`config.mk`:
```
export PLATFORM = sky130hd
export DESIGN_NAME = lion_gate_driver_flat
export DESIGN_NICKNAME = d
export VERILOG_FILES = /design/src/rtl/lion_gate_driver_if.sv /design/src/rtl/lion_gate_driver.sv /design/src/flat_wrapper.sv
export SDC_FILE = /design/constraint.sdc
export NUM_CORES = 1
export LEC_CHECK = 0
export CAP_MARGIN = 20
export CORE_UTILIZATION = 40
export DETAILED_ROUTE_END_ITERATION = 8
export GPL_TIMING_DRIVEN = 0
export MAX_ROUTING_LAYER = met4
export PLACE_DENSITY = 0.63
export SETUP_SLACK_MARGIN = 0.2
export SYNTH_ARGS = -nofsm -noshare
export SYNTH_HDL_FRONTEND = slang
export SYNTH_SLANG_ARGS = --single-unit
```
`constraint.sdc`:
```
create_clock -name clk -period 3.4 [get_ports clk]
set_clock_uncertainty 0.15 [all_clocks]
set_input_delay 0.51 -clock clk [delete_from_list [all_inputs] [get_ports clk]]
set_output_delay 0.51 -clock clk [all_outputs]
set_load 0.01 [all_outputs]
```
`src/rtl/lion_gate_driver_if.sv`:
```
// Command and gate-output bundle for the lion gate stimulus driver.
// The driver sits on the slave side; whoever issues bursts uses the master side.
interface lion_gate_driver_if;
  logic       cmd_valid;
  logic       cmd_ready;
  logic       cmd_dir;
  logic [3:0] cmd_count;
  logic       clear_shadow;
  logic       g_one;
  logic       g_two;
  logic       busy;
  logic       done;
  logic [3:0] shadow_count;

  modport master (
    output cmd_valid, cmd_dir, cmd_count, clear_shadow,
    input  cmd_ready, g_one, g_two, busy, done, shadow_count
  );

  modport slave (
    input  cmd_valid, cmd_dir, cmd_count, clear_shadow,
    output cmd_ready, g_one, g_two, busy, done, shadow_count
  );
endinterface

```
`src/rtl/lion_gate_driver.sv`:
```
// Transmit end of the lion-cage light-gate protocol: plays N entry or exit
// traversals on g_one/g_two and keeps a shadow of the count a decoder must reach.
module lion_gate_driver #(
  parameter int HOLD_CYCLES = 4,
  parameter int GAP_CYCLES  = 3,
  parameter int TW          = 8
) (
  input  logic             clk,
  input  logic             rst_n,
  lion_gate_driver_if.slave bus
);

  typedef enum logic [2:0] {
    ST_IDLE = 3'd0,
    ST_PH_A = 3'd1,
    ST_PH_B = 3'd2,
    ST_PH_C = 3'd3,
    ST_GAP  = 3'd4
  } state_t;

  localparam logic [TW-1:0] HOLD_LOAD = TW'(HOLD_CYCLES - 1);
  localparam logic [TW-1:0] GAP_LOAD  = TW'(GAP_CYCLES - 1);

  state_t        r_state;
  logic [TW-1:0] r_timer;
  logic [3:0]    r_remaining;
  logic          r_dir;
  logic          r_null;
  logic          r_g_one;
  logic          r_g_two;
  logic          r_done;
  logic [3:0]    r_shadow;

  state_t        w_state;
  logic [TW-1:0] w_timer;
  logic [3:0]    w_remaining;
  logic          w_dir;
  logic          w_null;
  logic          w_g_one;
  logic          w_g_two;
  logic          w_done;
  logic          w_inc;
  logic          w_dec;
  logic [3:0]    w_shadow;
  logic          w_timer_zero;
  logic          w_accept;

  assign w_timer_zero = (r_timer == {TW{1'b0}});
  assign w_accept     = bus.cmd_valid && (r_state == ST_IDLE);

  // Next-state and next-output decode for the burst sequencer.
  always_comb begin
    w_state     = r_state;
    w_timer     = r_timer;
    w_remaining = r_remaining;
    w_dir       = r_dir;
    w_null      = r_null;
    w_g_one     = r_g_one;
    w_g_two     = r_g_two;
    w_done      = 1'b0;
    w_inc       = 1'b0;
    w_dec       = 1'b0;

    case (r_state)
      ST_IDLE: begin
        if (w_accept) begin
          w_dir = bus.cmd_dir;
          if (bus.cmd_count == 4'd0) begin
            // Empty burst: one silent GAP cycle stands in as the busy cycle.
            w_state     = ST_GAP;
            w_null      = 1'b1;
            w_timer     = {TW{1'b0}};
            w_remaining = 4'd0;
          end else begin
            w_state     = ST_PH_A;
            w_null      = 1'b0;
            w_timer     = HOLD_LOAD;
            w_remaining = bus.cmd_count - 4'd1;
            w_g_one     = bus.cmd_dir;
            w_g_two     = ~bus.cmd_dir;
            w_inc       = bus.cmd_dir;
          end
        end else begin
          w_state = ST_IDLE;
        end
      end

      ST_PH_A: begin
        if (w_timer_zero) begin
          w_state = ST_PH_B;
          w_timer = HOLD_LOAD;
          w_g_one = 1'b1;
          w_g_two = 1'b1;
        end else begin
          w_timer = r_timer - {{(TW-1){1'b0}}, 1'b1};
        end
      end

      ST_PH_B: begin
        if (w_timer_zero) begin
          w_state = ST_PH_C;
          w_timer = HOLD_LOAD;
          w_g_one = ~r_dir;
          w_g_two = r_dir;
        end else begin
          w_timer = r_timer - {{(TW-1){1'b0}}, 1'b1};
        end
      end

      ST_PH_C: begin
        if (w_timer_zero) begin
          w_g_one = 1'b0;
          w_g_two = 1'b0;
          w_dec   = ~r_dir;
          if (r_remaining != 4'd0) begin
            w_state     = ST_GAP;
            w_timer     = GAP_LOAD;
            w_remaining = r_remaining - 4'd1;
          end else begin
            w_state = ST_IDLE;
            w_done  = 1'b1;
          end
        end else begin
          w_timer = r_timer - {{(TW-1){1'b0}}, 1'b1};
        end
      end

      ST_GAP: begin
        if (w_timer_zero) begin
          if (r_null) begin
            w_state = ST_IDLE;
            w_null  = 1'b0;
            w_done  = 1'b1;
          end else begin
            w_state = ST_PH_A;
            w_timer = HOLD_LOAD;
            w_g_one = r_dir;
            w_g_two = ~r_dir;
            w_inc   = r_dir;
          end
        end else begin
          w_timer = r_timer - {{(TW-1){1'b0}}, 1'b1};
        end
      end

      default: begin
        w_state     = ST_IDLE;
        w_timer     = {TW{1'b0}};
        w_remaining = 4'd0;
        w_null      = 1'b0;
        w_g_one     = 1'b0;
        w_g_two     = 1'b0;
      end
    endcase
  end

  // Shadow count: clear wins over an update landing on the same edge.
  always_comb begin
    w_shadow = r_shadow;
    if (bus.clear_shadow) begin
      w_shadow = 4'd0;
    end else if (w_inc) begin
      w_shadow = r_shadow + 4'd1;
    end else if (w_dec) begin
      w_shadow = r_shadow - 4'd1;
    end else begin
      w_shadow = r_shadow;
    end
  end

  // State and registered outputs; reset drops the gates immediately.
  always_ff @(posedge clk or negedge rst_n) begin
    if (!rst_n) begin
      r_state     <= ST_IDLE;
      r_timer     <= {TW{1'b0}};
      r_remaining <= 4'd0;
      r_dir       <= 1'b0;
      r_null      <= 1'b0;
      r_g_one     <= 1'b0;
      r_g_two     <= 1'b0;
      r_done      <= 1'b0;
      r_shadow    <= 4'd0;
    end else begin
      r_state     <= w_state;
      r_timer     <= w_timer;
      r_remaining <= w_remaining;
      r_dir       <= w_dir;
      r_null      <= w_null;
      r_g_one     <= w_g_one;
      r_g_two     <= w_g_two;
      r_done      <= w_done;
      r_shadow    <= w_shadow;
    end
  end

  assign bus.cmd_ready    = (r_state == ST_IDLE);
  assign bus.busy         = (r_state != ST_IDLE);
  assign bus.g_one        = r_g_one;
  assign bus.g_two        = r_g_two;
  assign bus.done         = r_done;
  assign bus.shadow_count = r_shadow;

endmodule

```
`src/flat_wrapper.sv`:
```
// flat-port wrapper written by rule: the top's interface ports become plain ports
module lion_gate_driver_flat 
#(
  parameter int HOLD_CYCLES = 4,
  parameter int GAP_CYCLES  = 3,
  parameter int TW          = 8
)
  (clk, rst_n, bus_cmd_valid, bus_cmd_dir, bus_cmd_count, bus_clear_shadow, bus_cmd_ready, bus_g_one, bus_g_two, bus_busy, bus_done, bus_shadow_count);
  lion_gate_driver_if bus_i ();
  input  logic clk;
  input  logic rst_n;
  input wire logic [$bits(bus_i.cmd_valid)-1:0] bus_cmd_valid;
  input wire logic [$bits(bus_i.cmd_dir)-1:0] bus_cmd_dir;
  input wire logic [$bits(bus_i.cmd_count)-1:0] bus_cmd_count;
  input wire logic [$bits(bus_i.clear_shadow)-1:0] bus_clear_shadow;
  output wire logic [$bits(bus_i.cmd_ready)-1:0] bus_cmd_ready;
  output wire logic [$bits(bus_i.g_one)-1:0] bus_g_one;
  output wire logic [$bits(bus_i.g_two)-1:0] bus_g_two;
  output wire logic [$bits(bus_i.busy)-1:0] bus_busy;
  output wire logic [$bits(bus_i.done)-1:0] bus_done;
  output wire logic [$bits(bus_i.shadow_count)-1:0] bus_shadow_count;
  assign bus_i.cmd_valid = bus_cmd_valid;
  assign bus_i.cmd_dir = bus_cmd_dir;
  assign bus_i.cmd_count = bus_cmd_count;
  assign bus_i.clear_shadow = bus_clear_shadow;
  assign bus_cmd_ready = bus_i.cmd_ready;
  assign bus_g_one = bus_i.g_one;
  assign bus_g_two = bus_i.g_two;
  assign bus_busy = bus_i.busy;
  assign bus_done = bus_i.done;
  assign bus_shadow_count = bus_i.shadow_count;
  lion_gate_driver #(.HOLD_CYCLES(HOLD_CYCLES), .GAP_CYCLES(GAP_CYCLES), .TW(TW)) u_core (.clk(clk), .rst_n(rst_n), .bus(bus_i));
endmodule
```
==> run summary <==
Crit path required time: 3.41 ns
Data arrival time of the worst path: 3.07 ns
Ant diodes: 0
Synth Cell Area: 1690 um^2
Final setup TNS: 0 ns
Synth Register Bits: 24
Outcome: complete, no violations
Fraction of registers with async set/reset: 100%
Commonest cells after routing, fill and taps aside: nor2_1 (29), dfrtp_1 (24), o21ai_0 (20), clkdlybuf4s50_1 (17), a21oi_1 (15)
Reg clk slew, reported paths: 0.09 ns
Largest net degree at the start of global routing: 14
Unrepaired setup endpoints after global routing: no
Overall die width: 66.9 um
First-pass GRT wire length: 6090 um
Total number of vias: 1503
CP Class: in2reg
Post-synth top area share: 35.6%
Largest area contributor in the netlist: dfrtp_1
Syn_area_per_cell: 8.48 um^2
Top post-synthesis cells by area: dfrtp_1 (36%), nor2_1 (6.5%), o21ai_0 (5.9%)
MaxCap Viol Count: 0
Fillers: 408
Worst-path cell chain: clkdlybuf4s50_1, or4b_4, or2_4, o22ai_4, inv_1, ha_1, a21o_1, a21oi_4, nor3_1, mux2i_1, o211ai_1
Nets: 240
Fmax: 327 MHz
Seq/Total Area, Yosys: 35.6%
Fin. Hold Viols: 0
GRT overflow: 0
Port bufs: 17
Maximum VDD drop: 0.364 mV
Worst-margin pin slew: 0.591 ns
R2R Path Start: u_core.r_timer[0]
Final std cells w/o fill: 272
Initial Util: 41.9%
Synth unique cells: 49
Hold EP: u_core.r_timer[4]
Die Y: 66.9 um
Wire per inst: 13.3 um
1st-pass router iterations: 4
Reg-to-reg slack, setup: 0.39 ns
Hold path cells: 1
Placed cells: 267
Ys Warns: 0
Dominant synthesized flop cell: dfrtp_1
Hold path start: u_core.r_timer[4]
Post-synth EDFFs: 0
Clock Tree Buf Depth: 2
Final setup viols: 0
Pins over their slew limit: 0
LEAKAGE: 0.826 nW
Via/cell ratio: 5.53
Share of cells above drive strength 1: 11.7%
Critical path's largest stage delay: 0.55 ns
Site Rows: 23
CP startpoint kind: primary input
Ports: 18
R2r endpoint: u_core.bus.shadow_count[3]
Endpoint class of the critical path: register
Initial antenna violation count: 0
Die ar.: 4480 um^2
WL final: 3610 um
Vias in the first global route: 1382
Worst-Skew Late Latency: 0.27 ns
FF-to-FF path depth: 13
Area Overhead vs Synth: 19.1%
Worst hold path class: reg2reg
CTS buffer count: 3
Final Util: 49.8%
Remaining DRCs: 0
GRT Util Overall: 18.4%
Slowest CP cell: clkdlybuf4s50_1
Initial DRC count: 79
Net Count, Synth: 216
CTS tree: done
Most common cell after layout, fill and taps aside: nor2_1
Dpl hpwl: 2760 um
Final ANT Viol Nets: 0
CTS root buffer: clkbuf_8
Mapped Cells: 199
H-tree depth: 1
Crit-path max FO: 5
Post-layout min period: 3.06 ns
GP Congestion: 0.837
CORE AREA: 4030 um^2
Clock Sink Count: 24
Slew headroom: 60.5%
Power Density: 807 nW/um^2
Period utilization: 89.9%
final cells by class:
cell class | count | area, um^2 | area share (%)
Multi-Input combinational cell | 153 | 997 | 49.7
Buffer | 10 | 55.1 | 2.74
Clock buffer | 4 | 55.1 | 2.74
Tap cell | 50 | 62.6 | 3.12
Inverter | 12 | 45.0 | 2.24
Sequential cell | 24 | 601 | 29.9
Timing Repair Buffer | 19 | 193 | 9.60
critical path: cells and delay by family:
family | cells | cell delay [ns]
multiplexers | 1 | 0.14
AND/OR/NAND/NOR | 3 | 0.85
buffers and inverters | 2 | 0.65
AO/OA/AOI/OAI | 4 | 0.65
adder cells (fa/ha/maj) | 1 | 0.28
cell usage after synthesis (all sizes together), types with 4 or more instances:
library cell / instances
a21oi: 16
buf: 4
clkbuf: 6
dfrtp: 24
ha: 7
inv: 12
nand2: 14
nand2b: 5
nand3: 5
nor2: 29
nor3: 6
o21ai: 22
o22ai: 4
worst max-delay path by stage:
stage,slack (ns),to,cells past startpoint,from
2_1_floorplan,0.51,u_core.bus.shadow_count[3],13,u_core.r_timer[0]
3_3_place_gp,-0.05,u_core.bus.shadow_count[3],11,bus_cmd_valid
3_5_place_dp,-0.05,u_core.bus.shadow_count[3],11,bus_cmd_valid
4_1_cts,0.21,u_core.bus.shadow_count[3],13,u_core.r_timer[0]
5_1_grt,0.20,u_core.bus.shadow_count[3],11,bus_cmd_valid
6_report,0.34,u_core.bus.shadow_count[3],11,bus_cmd_valid
through the flow:
step | area [um^2] | hold WS [ns] | power (W) | setup WS (ns)
after floorplan | 1690 | 0.0644 | 0.00116 | 0.507
after global placement | 1920 | 0.320 | 0.00139 | -0.0474
after detailed placement | 1930 | 0.319 | 0.00141 | -0.0548
after CTS | 1990 | 0.331 | 0.00161 | 0.210
after global routing | 2010 | 0.363 | 0.00178 | 0.201
final | 2010 | 0.329 | 0.00162 | 0.343
repair_timing:
action                                  in CTS  in global routing
endpoints found under the setup margin       0                  1
resized for setup                            0                  4
hold buffers                                 0                  0
buffers inserted                             0                  1
state kept, by name (all words and copies together), names as in the netlist:
| register | flops |
|---|---|
| u_core.r_null | 1 |
| u_core.bus.g_one | 1 |
| u_core.bus.done | 1 |
| u_core.bus.shadow_count | 4 |
| u_core.r_state | 3 |
| u_core.r_timer | 8 |
| u_core.bus.g_two | 1 |
| u_core.r_remaining | 4 |
| u_core.r_dir | 1 |
per-layer routing:
| layer | global-route usage [%] | wire length (um) | part of all wire (%) |
|---|---|---|---|
| met1 | 23.1 | 1740 | 48 |
| met2 | 28.9 | 1690 | 47 |
| met3 | 4.28 | 124 | 3.4 |
| met4 | 6.38 | 56 | 1.6 |
| met5 | - | 0 | 0 |
power breakdown:
group	leakage, nW	total, W	internal, W	switching, W
clock network	0.0288	0.000199	0.000104	0.0000956
registers	0.308	0.000466	0.000387	0.0000794
logic	0.489	0.000954	0.000417	0.000537
total	0.826	0.00162	0.000907	0.000712
logic make-up after synthesis:
group	synth area share [%]
AO/OA/AOI/OAI	23.0
buffers and inverters	5.93
adder cells (fa/ha/maj)	6.38
XOR/XNOR	2.60
multiplexers	2.52
flip-flops	35.6
AND/OR/NAND/NOR	24.0
No activity file was read; power rests on OpenSTA's default activity.
